[src/rtl/vga_fb_arbiter.sv]
// vga_fb_arbiter: shares one single-port framebuffer RAM between the VGA line
// fetcher and a writer port.
//
// A line_req starts a burst of LINE_WORDS sequential reads from line_base.
// Each returned word is written into the line buffer one cycle later. The
// writer is granted whenever the port is not carrying a scan read.
//
// Optional feature macro: VGA_FB_ARB_FAIR_EN. When it is defined, the writer
// gets one slot every FAIR_PERIOD cycles during a fill. When it is undefined,
// scan reads have absolute priority.
//
// Ports:
//   clk, rst                  pixel clock, async active-high reset
//   line_req, line_base       line fetch request and first word address
//   line_wr_en/addr/data      line buffer write port
//   fill_busy, fill_done      fill in progress / pulse with last line write
//   overrun, ovr_clr          sticky "request while busy" flag and its clear
//   wr_valid/addr/data/ready  writer handshake
//   ram_en/we/addr/wdata      RAM command (read data returns next cycle)
//   ram_rdata                 RAM read data
module vga_fb_arbiter #(
  parameter int unsigned ADDR_W      = 16,
  parameter int unsigned DATA_W      = 12,
  parameter int unsigned LINE_WORDS  = 640,
  parameter int unsigned FAIR_PERIOD = 8
) (
  input  logic                          clk,
  input  logic                          rst,
  input  logic                          line_req,
  input  logic [ADDR_W-1:0]             line_base,
  output logic                          line_wr_en,
  output logic [$clog2(LINE_WORDS)-1:0] line_wr_addr,
  output logic [DATA_W-1:0]             line_wr_data,
  output logic                          fill_busy,
  output logic                          fill_done,
  output logic                          overrun,
  input  logic                          ovr_clr,
  input  logic                          wr_valid,
  input  logic [ADDR_W-1:0]             wr_addr,
  input  logic [DATA_W-1:0]             wr_data,
  output logic                          wr_ready,
  output logic                          ram_en,
  output logic                          ram_we,
  output logic [ADDR_W-1:0]             ram_addr,
  output logic [DATA_W-1:0]             ram_wdata,
  input  logic [DATA_W-1:0]             ram_rdata
);

  localparam int unsigned IdxW = $clog2(LINE_WORDS);
  localparam logic [IdxW-1:0] IdxLast = IdxW'(LINE_WORDS - 1);

  typedef enum logic [1:0] {StIdle, StFill, StLast} state_e;

  state_e              state_q, state_d;
  logic [ADDR_W-1:0]   base_q, base_d;
  logic [IdxW-1:0]     idx_q, idx_d;
  logic                rd_valid_q;
  logic [IdxW-1:0]     rd_idx_q;
  logic                overrun_q, overrun_d;

  logic                scan_rd;
  logic                fair_slot;
  logic                wr_fire;

`ifdef VGA_FB_ARB_FAIR_EN
  localparam int unsigned FairW = $clog2(FAIR_PERIOD);
  localparam logic [FairW-1:0] FairTop = FairW'(FAIR_PERIOD - 1);

  logic [FairW-1:0] fair_cnt_q, fair_cnt_d;

  // A slot is only taken when the writer actually wants it; otherwise the
  // counter stays saturated and the scan keeps going.
  assign fair_slot = (state_q == StFill) && (fair_cnt_q == FairTop) && wr_valid;

  always_comb begin
    fair_cnt_d = fair_cnt_q;
    if (state_q == StIdle && line_req) begin
      fair_cnt_d = '0;
    end else if (state_q == StFill) begin
      if (fair_slot) begin
        fair_cnt_d = '0;
      end else if (fair_cnt_q != FairTop) begin
        fair_cnt_d = fair_cnt_q + 1'b1;
      end
    end
  end

  always_ff @(posedge clk or posedge rst) begin
    if (rst) begin
      fair_cnt_q <= '0;
    end else begin
      fair_cnt_q <= fair_cnt_d;
    end
  end
`else
  assign fair_slot = 1'b0;
`endif

  assign scan_rd  = (state_q == StFill) && !fair_slot;
  // Held low during reset so no write can slip through while state is forced.
  assign wr_ready = !rst && !scan_rd;
  assign wr_fire  = wr_valid && wr_ready;

  assign ram_en    = scan_rd || wr_fire;
  assign ram_we    = wr_fire;
  assign ram_addr  = scan_rd ? (base_q + ADDR_W'(idx_q)) : wr_addr;
  assign ram_wdata = wr_data;

  // RAM has one cycle of read latency, so the line write trails the read.
  assign line_wr_en   = rd_valid_q;
  assign line_wr_addr = rd_idx_q;
  assign line_wr_data = ram_rdata;

  assign fill_busy = (state_q != StIdle);
  assign fill_done = (state_q == StLast);
  assign overrun   = overrun_q;

  always_comb begin
    state_d = state_q;
    base_d  = base_q;
    idx_d   = idx_q;
    unique case (state_q)
      StIdle: begin
        if (line_req) begin
          state_d = StFill;
          base_d  = line_base;
          idx_d   = '0;
        end
      end
      StFill: begin
        if (scan_rd) begin
          idx_d = idx_q + 1'b1;
          if (idx_q == IdxLast) begin
            state_d = StLast;
          end
        end
      end
      StLast: begin
        state_d = StIdle;
      end
      default: begin
        state_d = StIdle;
      end
    endcase
  end

  // A new overrun event wins over a same-cycle clear.
  always_comb begin
    overrun_d = (overrun_q && !ovr_clr) || (line_req && (state_q != StIdle));
  end

  always_ff @(posedge clk or posedge rst) begin
    if (rst) begin
      state_q    <= StIdle;
      base_q     <= '0;
      idx_q      <= '0;
      rd_valid_q <= 1'b0;
      rd_idx_q   <= '0;
      overrun_q  <= 1'b0;
    end else begin
      state_q    <= state_d;
      base_q     <= base_d;
      idx_q      <= idx_d;
      rd_valid_q <= scan_rd;
      rd_idx_q   <= idx_q;
      overrun_q  <= overrun_d;
    end
  end

endmodule

[config.mk]
export PLATFORM = sky130hd
export DESIGN_NAME = vga_fb_arbiter
export DESIGN_NICKNAME = d
export VERILOG_FILES = /design/src/rtl/vga_fb_arbiter.sv
export SDC_FILE = /design/constraint.sdc
export NUM_CORES = 1
export LEC_CHECK = 0
export CORE_ASPECT_RATIO = 1.2
export CORE_MARGIN = 2
export CORE_UTILIZATION = 41
export CTS_CLUSTER_DIAMETER = 100
export DETAILED_ROUTE_END_ITERATION = 8
export PLACE_DENSITY = 0.87
export SYNTH_ARGS = -nofsm -noshare
export SYNTH_HDL_FRONTEND = slang
export SYNTH_SLANG_ARGS = --single-unit
[constraint.sdc]
create_clock -name clk -period 2.9 [get_ports clk]
set_input_delay 0.29 -clock clk [delete_from_list [all_inputs] [get_ports clk]]
set_output_delay 0.29 -clock clk [all_outputs]
set_load 0.02 [all_outputs]
==> results of run 1 <==
## cell usage after synthesis (all sizes together)
| master | number | area [um2] |
|---|---|---|
| and4 | 1 | 8.760 |
| mux2i | 1 | 10.01 |
| dlymetal6s2s | 1 | 12.51 |
| fa | 1 | 20.02 |
| o2111ai | 1 | 8.760 |
| a221oi | 2 | 35.04 |
| a41oi | 1 | 8.760 |
| nor2 | 9 | 33.78 |
| mux2 | 17 | 191.4 |
| nand2b | 1 | 6.260 |
| a21o | 4 | 31.28 |
| nand4 | 2 | 12.51 |
| and3 | 6 | 38.79 |
| a21oi | 10 | 53.80 |
| o211a | 1 | 10.01 |
| a211oi | 3 | 22.52 |
| xnor2 | 4 | 35.03 |
| xor2 | 9 | 78.83 |
| buf | 27 | 195.2 |
| nand2 | 37 | 138.9 |
| nor4bb | 1 | 10.01 |
| nand4b | 1 | 8.760 |
| clkbuf | 3 | 31.28 |
| nand3 | 10 | 50.05 |
| inv | 6 | 22.52 |
| o21ai | 26 | 133.9 |
| o21bai | 3 | 26.27 |
| nor3 | 1 | 5.000 |
| a22oi | 1 | 7.510 |
| dfrtp | 40 | 1001 |
| nor2b | 1 | 6.260 |
| o22ai | 1 | 12.51 |
| ha | 11 | 137.6 |
| o211ai | 1 | 7.510 |
| a22o | 1 | 8.760 |
## sequential cells by signal, indices dropped and copies added, names as in the netlist
signal and flops:
base_q 16, line_wr_addr 10, overrun 1, idx_q 10, line_wr_en 1, state_q 2
## power by group
part | leakage (nW) | total (mW) | internal, mW | switching [mW]
clock network | 0.0552 | 0.439 | 0.255 | 0.184
logic | 0.897 | 0.0664 | 0.0458 | 0.0206
registers | 0.481 | 0.559 | 0.558 | 0.000396
## worst register-to-register path, cell delays in order, from the launching register on
cell	delay [ns]
dfrtp_1	0.39
nor2_1	0.22
nand2_1	0.60
mux2_2	0.51
## area by class of cell
cell class	instances	area (um2)
clock buffers	6	72.57
clock inverters	2	35.03
fillers	503	2476
inverters	6	22.52
multi-input cells	168	1169
flip-flops and latches	40	1001
well taps	80	100.1
repair buffers	86	792.0
## stage by stage
step	cell area (um2)	utilization	hold slack, ns	cells	setup WS [ns]
after floorplan	2421	-	0.3766	245	0.3395
after global placement	3100	0.5470	0.4658	380	0.05575
after detailed placement	3100	0.5470	0.4842	380	-0.04036
after CTS	3188	0.5625	0.4968	388	-0.06712
after global routing	3192	0.5631	0.5183	388	-0.08597
final	3192	0.5631	0.5043	388	0.05756
## cells by family (layout without fill, tap and decap cells)
family / Yosys count / count (layout) / synth area share
and+or+nand+nor: 70 / 70 / 0.1318
adders and majority gates: 12 / 12 / 0.06512
AOI/OAI and AO/OA: 55 / 55 / 0.1514
buffers and inverters: 37 / 100 / 0.1080
muxes: 18 / 18 / 0.08320
DFF: 40 / 40 / 0.4134
xor gates and xnor gates: 13 / 13 / 0.04703
## routing by layer
metal	global-route usage	part of all wire
met5	0	0
met4	0.06281	0.015
met3	0.04258	0.056
met2	0.3222	0.53
met1	0.1971	0.40
## worst max path at each step
stage                         start            to  slack, ns  depth (start not counted)
after floorplan            idx_q[0]  ram_addr[10]       0.34                          7
after detailed placement  base_q[0]  ram_addr[12]      -0.04                          9
after global routing      base_q[0]  ram_addr[14]      -0.09                          9
after global placement    base_q[0]  ram_addr[12]       0.06                          9
final                     base_q[0]  ram_addr[14]       0.06                          9
after CTS                 base_q[0]  ram_addr[14]      -0.07                          9
## what timing repair did
action,4_1_cts,5_1_grt
gates resized for setup,25,5
setup endpoints to repair,11,9
pin swaps,3,2
==> results.py, run 1 <==
metrics = {
    "place": {
        "io_buffers": 69,
        "place.gp.congestion": 0.8042,
        "dpl.hpwl_mm": 4.148,
    },
    "synth": {
        "avgSynthCellArea_um2": 9.882,
        "yosysWarnings": 0,
        "netlist_instances": 245,
        "seq_area_frac_synth": 0.4134,
        "synth_area_um2": 2421,
        "syn-num-nets": 318,
        "ys_types": 45,
        "ys_ff_latch": 40,
    },
    "cells_and_area": {
        "drive_above_1_share": 0.1851,
        "layout_commonest_cell": "clkdlybuf4s50_1",
        "mostFrequentLayoutCells": "clkdlybuf4s50_1, dfrtp_1, nand2_1",
        "diodes": 0,
        "final_nets": 380,
        "area_growth_pct": 31.83,
    },
    "routing": {
        "drtIter0Drc": 68,
        "detail-route-antenna-nets": 0,
        "avgRoutedWirePerCell_um": 13.92,
        "wl_mm": 5.401,
        "viasPerCell": 5.057,
        "first_pass_iters": 4,
        "vias": 1962,
        "drc": 0,
    },
    "setup_path": {
        "path_cells": "ha_1 -> fa_2 -> a21o_1 -> a221oi_4 -> o22ai_2 -> nand3_1 -> xor2_1 -> o21ai_1 -> clkdlybuf4s15_2",
        "cp-end-kind": "output port",
        "reg2reg_from": "state_q[0]",
        "crit_buf_inv": 1,
        "path_class": "reg2out",
        "r2r_cells": 3,
        "crit_required_ns": 2.61,
        "crit_fanout": 3,
        "rrSetupSlack_ns": 1.06,
        "crit_arrival_ns": 2.55,
        "critPathMaxStageDelay_ns": 0.39,
        "cp_slowest_cell": "dfrtp_1",
        "cp-start-kind": "register",
        "worstReg2RegEnd": "base_q[0]",
        "critPathTopFamily": "compound AO/OA/AOI/OAI gates",
    },
    "die": {
        "core_um2": 5668,
        "dieArea_um2": 6539,
        "io_pins": 118,
        "row_count": 30,
        "initial_core_util": 0.4272,
        "die_h_um": 88.18,
        "die_w_um": 74.15,
    },
    "sta": {
        "grt_setup_unrepaired": "true",
        "min_period_over_period": 0.9802,
        "setup-violations-final": 0,
        "hold_viol": 0,
        "skew_ns": 0.005736,
        "timing.setup.tns_ns": 0,
        "tightest_slew_ns": 0.9349,
        "fin_crit_ns": 2.842,
        "worst_slew_margin_rel": 0.3752,
        "slew_violations": 0,
        "fmax_mhz": 351.8,
    },
    "status": {
        "status": "finished clean",
    },
    "grt": {
        "grt.overflow.total": 0,
        "antenna_found_initial": 0,
        "grt_max_degree": 41,
        "grt_pass1_wl_mm": 8.832,
        "grt_pass1_vias": 1940,
        "grtUsageTotal": 0.1766,
    },
    "cts": {
        "cts_buffers": 5,
        "cts_root_buf": "clkbuf_8",
        "ctsHoldBuffers": 0,
        "clk_pin_slew_ns": 0.07,
        "postCtsSetupRepairBufs": 0,
        "clock_latency_ns": 0.29,
        "cts_tree": "yes",
        "cts_htree_levels": 2,
        "cts_buffer_depth": 2,
        "clock-sinks": 40,
    },
    "power_and_ir_drop": {
        "ir_drop_uv": 248.3,
        "power_leakage_nw": 1.433,
        "p_per_area_nw_per_um2": 333.4,
        "power_mw": 1.064,
    },
    "min_path": {
        "hold_class": "in2async",
    },
    "run": {
        "cap_violations": 0,
    },
}
No activity file was read; power rests on OpenSTA's default activity.
==> run 2, diff against run 1 <==
- CORE_UTILIZATION: 41 -> 30
- PLACE_DENSITY: 0.87 -> 0.68
==> run 2 against run 1 <==
- global-route usage fell by 4.5 points
- die area rose by 35%
- setup slack improved by 0.095 ns
- count of clock-buffer cells in the layout did not move
==> results.py, run 2 (synthesized netlist as in run 1, its figures left out) <==
metrics = {
    "power_and_ir_drop": {
        "combPwrFrac": 0.069,
        "power_uw": 969.4,
        "internal_power_uw": 767.8,
        "seqPwrFrac": 0.576,
        "ir_drop_uv": 159.1,
        "p_switching_uw": 201.6,
        "p_per_area_nw_per_um2": 305.3,
        "power.share.clock": 0.355,
        "p_sw_frac": 0.2080,
        "power_leakage_nw": 1.420,
    },
    "cells_and_area": {
        "final_nets": 380,
        "area_growth_pct": 31.16,
        "layout_commonest_cell": "clkdlybuf4s50_1",
        "drive_above_1_share": 0.1824,
        "largest_register_ffs": 16,
        "postLayoutCoreUtil": 0.4097,
        "diodes": 0,
        "mostFrequentLayoutCells": "clkdlybuf4s50_1, dfrtp_1, nand2_1",
        "top_register": "base_q",
        "design_area_um2": 3176,
        "fin_cells": 399,
    },
    "setup_path": {
        "crit_fanout": 3,
        "worstReg2RegEnd": "base_q[13]",
        "crit_arrival_ns": 2.46,
        "cp-start-kind": "register",
        "rrSetupSlack_ns": 1.05,
        "path_class": "reg2out",
        "cp_slowest_cell": "dfrtp_1",
        "cp-end-kind": "output port",
        "r2r_cells": 3,
        "crit_required_ns": 2.61,
        "reg2reg_from": "state_q[0]",
        "critPathMaxStageDelay_ns": 0.39,
        "path_cells": "ha_1 -> fa_2 -> a21o_1 -> a221oi_4 -> o22ai_2 -> nand3_1 -> xor2_1 -> o21ai_1 -> buf_2",
    },
    "routing": {
        "drtIter0Drc": 112,
        "vias": 1949,
        "drc": 0,
        "avgRoutedWirePerCell_um": 13.95,
        "viasPerCell": 4.885,
        "first_pass_iters": 4,
        "detail-route-antenna-nets": 0,
        "wl_mm": 5.565,
    },
    "grt": {
        "grt_max_degree": 41,
        "grt_pass1_wl_mm": 9.190,
        "grtUsageTotal": 0.1314,
        "grt_pass1_vias": 1954,
        "grt.overflow.total": 0,
        "antenna_found_initial": 0,
    },
    "cts": {
        "cts_root_buf": "clkbuf_8",
        "cts_buffer_depth": 2,
        "clock-sinks": 40,
        "clock_latency_ns": 0.28,
        "clk_pin_slew_ns": 0.07,
        "cts_htree_levels": 2,
        "postCtsSetupRepairBufs": 0,
        "cts_tree": "yes",
        "cts_buffers": 5,
    },
    "die": {
        "die_w_um": 86.01,
        "dieArea_um2": 8808,
        "row_count": 35,
        "initial_core_util": 0.3123,
        "die_h_um": 102.4,
        "io_pins": 118,
        "core_um2": 7751,
    },
    "sta": {
        "setup-violations-final": 0,
        "skew_ns": 0.003149,
        "fin_crit_ns": 2.747,
        "slew_violations": 0,
        "worst_slew_margin_rel": 0.3758,
        "min_period_over_period": 0.9472,
        "timing.setup.tns_ns": 0,
        "grt_setup_unrepaired": "false",
        "hold_viol": 0,
        "tightest_slew_ns": 0.9341,
        "fmax_mhz": 364.0,
    },
    "place": {
        "io_buffers": 69,
        "dp.cells": 392,
        "place.gp.congestion": 0.7843,
        "place_area_um2": 3115,
        "dpl.hpwl_mm": 4.247,
    },
    "min_path": {
        "holdPathStages": 0,
        "min_from": "idx_q[9]",
        "holdPathEnd": "line_wr_addr[9]",
        "hold_class": "reg2reg",
    },
    "status": {
        "status": "finished clean",
    },
    "run": {
        "cap_violations": 0,
    },
}
run 2: worst max path at each step:
stage,startpoint,to,cells past startpoint
6_report,base_q[0],ram_addr[14],9
5_1_grt,base_q[6],ram_addr[11],9
4_1_cts,base_q[0],ram_addr[6],8
3_5_place_dp,base_q[0],ram_addr[12],9
3_3_place_gp,base_q[0],ram_addr[12],9
2_1_floorplan,idx_q[0],ram_addr[10],7
run 2: through the flow:
stage	hold WS (ns)	setup WS, ns
2_1_floorplan	0.3766	0.3395
3_3_place_gp	0.4669	0.04158
3_5_place_dp	0.4843	-0.01440
4_1_cts	0.5014	0.03389
5_1_grt	0.5087	0.002749
6_report	0.4851	0.1530
run 2: critical path, delay by kind of cell (launching register included):
family	cells	cell delay [ns]
adder cells (fa/ha/maj)	2	0.58
AND/OR/NAND/NOR	1	0.12
AO/OA/AOI/OAI	4	0.76
flip-flops	1	0.39
buffers and inverters	1	0.16
XOR/XNOR	1	0.16
run 2: cell type report:
cell class,count,area [um2]
clock inverter,1,5.005
sequential,40,1001
clock buffer,6,72.57
tap,92,115.1
multi-input combinational,168,1169
fill,762,4576
inverter,6,22.52
timing repair buffer,86,790.8
run 2: timing repair:
action / 4_1_cts / 5_1_grt
pin swaps: 3 / 3
gates resized for setup: 25 / 7
endpoints found under the setup margin: 10 / 11
hold buffers: 0 / 0
run 2: routing by layer:
layer  global-route usage  up-vias  wire length, um
li1                     -      951                -
met1               0.1656      921             2374
met2               0.2200       71             2741
met3              0.03231        6              412
met4              0.04518        0               36
met5                    0        -                0
run 2: power by group through the flow:
stage               clock [mW]  combinational [mW]  sequential (mW)
floorplan                    0              0.0588            0.571
global placement             0              0.0668            0.570
detailed placement           0              0.0678            0.570
CTS                      0.354              0.0681            0.559
global route             0.387              0.0729            0.559
finish                   0.344              0.0664            0.559
==> run 3, diff against run 2 <==
- CORE_UTILIZATION: 30 -> 35
- PLACE_DENSITY: 0.68 -> 0.77
- SETUP_SLACK_MARGIN: not set -> 0.5
==> run 3 against run 2 <==
- worst hold slack got worse by 0.0036 ns
- non-clock buffer count grew 2
- die area decreased by 14%
- sequential power barely moved
- global-route usage grew 2.3 points
- critical path depth stayed put
- critical endpoint unchanged
- routed wire length up 1.5%
- cell count decreased by 0.75%
- combinational power hardly changed
- clock power about the same
==> results.py, run 3 (synthesized netlist as in run 1, its figures left out) <==
metrics = {
    "routing": {
        "drc": 0,
        "viasPerCell": 5.030,
        "drt-met1-wl_mm": 2.335,
        "route.met2.wl_mm": 2.872,
        "drtIter0Drc": 114,
        "avgRoutedWirePerCell_um": 14.27,
        "first_pass_iters": 4,
        "wl_met3_um": 331,
        "detail-route-antenna-nets": 0,
        "vias": 1992,
        "wl_mm": 5.651,
        "routed.top_layer": "met4",
    },
    "status": {
        "status": "finished clean",
    },
    "sta": {
        "min_period_over_period": 0.9244,
        "fmax_mhz": 373.0,
        "setup-violations-final": 0,
        "skew_ns": 0.005690,
        "holdWs_ns": 0.4815,
        "fin_crit_ns": 2.681,
        "grt_setup_unrepaired": "true",
        "slew_violations": 0,
        "hold_viol": 0,
        "worst_slew_margin_rel": 0.3847,
        "fin_ws_ns": 0.2192,
        "tightest_slew_ns": 0.9207,
    },
    "cts": {
        "clock-sinks": 40,
        "clock_latency_ns": 0.29,
        "cts_tree": "yes",
        "cts_buffer_depth": 2,
        "cts_htree_levels": 2,
        "cts_root_buf": "clkbuf_8",
        "cts_buffers": 5,
        "clk_pin_slew_ns": 0.07,
    },
    "cells_and_area": {
        "mostFrequentLayoutCells": "clkdlybuf4s50_1, dfrtp_1, nand2_1",
        "fillers": 638,
        "diodes": 0,
        "layout_commonest_cell": "clkdlybuf4s50_1",
        "final_nets": 382,
        "drive_above_1_share": 0.2686,
        "area_growth_pct": 37.21,
        "top_register": "base_q",
        "largest_register_ffs": 16,
    },
    "setup_path": {
        "cp_slowest_cell": "dfrtp_1",
        "path_cells": "ha_2 -> fa_2 -> a21o_1 -> a221oi_4 -> o22ai_4 -> nand3_2 -> xor2_2 -> o21ai_2 -> buf_6",
        "crit_arrival_ns": 2.39,
        "crit_required_ns": 2.61,
        "cp-start-kind": "register",
        "path_class": "reg2out",
        "critPathMaxStageDelay_ns": 0.38,
        "cp-end-kind": "output port",
        "crit_fanout": 3,
    },
    "place": {
        "preCtsSetupSlack_ns": -0.009903,
        "io_buffers": 69,
        "dpl.hpwl_mm": 4.025,
        "place.gp.congestion": 0.8895,
    },
    "die": {
        "dieArea_um2": 7602,
        "die_h_um": 95.11,
        "row_count": 33,
        "core_um2": 6771,
        "io_pins": 118,
        "initial_core_util": 0.3575,
        "die_w_um": 79.93,
    },
    "grt": {
        "grt_pass1_wl_mm": 9.259,
        "grtUsageTotal": 0.1548,
        "antenna_found_initial": 0,
        "grt_pass1_vias": 1955,
        "grt_max_degree": 41,
        "grt.overflow.total": 0,
    },
    "power_and_ir_drop": {
        "power_leakage_nw": 1.468,
        "p_per_area_nw_per_um2": 291.1,
        "ir_drop_uv": 167.2,
    },
    "run": {
        "cap_violations": 0,
    },
    "min_path": {
        "hold_class": "reg2reg",
    },
}
## run 3: changes by cell type in the layout (fill, tap and decap cells not counted), sizes merged
| cell | before | now |
|---|---|---|
| buf | 21 | 29 |
| clkdlybuf4s50 | 58 | 54 |
| dlygate4sd2 | 4 | 2 |
| clkbuf | 7 | 6 |
| clkdlybuf4s15 | 1 | 2 |
## run 3: report_power, final
part | leakage (nW) | internal, mW | switching (mW)
clock | 0.0410 | 0.163 | 0.178
combinational | 0.946 | 0.0458 | 0.0208
sequential | 0.481 | 0.558 | 0.000473
## run 3: path summary, 6_finish.rpt
kind | start | endpoint | slack, ns | cells past startpoint
setup / recovery | idx_q[0] | ram_addr[14] | 0.22 | 9
hold / removal | idx_q[9] | line_wr_addr[9] | 0.48 | 0
setup reg to reg | state_q[0] | base_q[7] | 1.03 | 3
hold reg to reg | idx_q[9] | line_wr_addr[9] | 0.48 | 0
max in group asynchronous | rst | base_q[8] | 2.03 | 3
min in group asynchronous | rst | line_wr_en | 0.50 | 3
## run 3: critical path, delay by kind of cell, from the launching register on
kind,cells,cell delay [ns]
buf+inv,1,0.13
xor+xnor,1,0.17
compound gates,4,0.76
fa+ha+maj,2,0.54
flops,1,0.38
simple gates,1,0.12
## run 3: repair_timing
| item | in CTS | in global routing |
|---|---|---|
| hold buffers | 0 | 0 |
| setup buffers | 3 | 2 |
| pin swaps | 12 | 11 |
| endpoints found under the setup margin | 15 | 13 |
| gates resized for setup | 74 | 14 |
## run 3: cell type report
type,instances,area (um2),area share
clock buffers,6,72.57,0.02185
multi-input cells,168,1297,0.3906
inverters,6,22.52,0.006780
repair buffers,88,814.5,0.2452
clock inverters,1,5.005,0.001507
flip-flops and latches,40,1001,0.3013
well taps,87,108.9,0.03277
## run 3: metal layers
layer | track usage | up-vias
met5 | 0 | -
met4 | 0.05085 | 0
met3 | 0.03314 | 15
met2 | 0.2708 | 79
met1 | 0.1888 | 933
li1 | - | 965
## run 3: through the flow
| stage | power [mW] | util | setup TNS, ns | instances | area [um2] |
|---|---|---|---|---|---|
| after CTS | 0.9794 | 0.4788 | 0 | 394 | 3242 |
| after global placement | 0.6362 | 0.4575 | 0 | 384 | 3098 |
| after global routing | 1.014 | 0.4906 | 0 | 396 | 3322 |
| after detailed placement | 0.6370 | 0.4575 | -0.01368 | 384 | 3098 |
| after floorplan | 0.6297 | - | 0 | 245 | 2432 |
| final | 0.9671 | 0.4906 | 0 | 396 | 3322 |
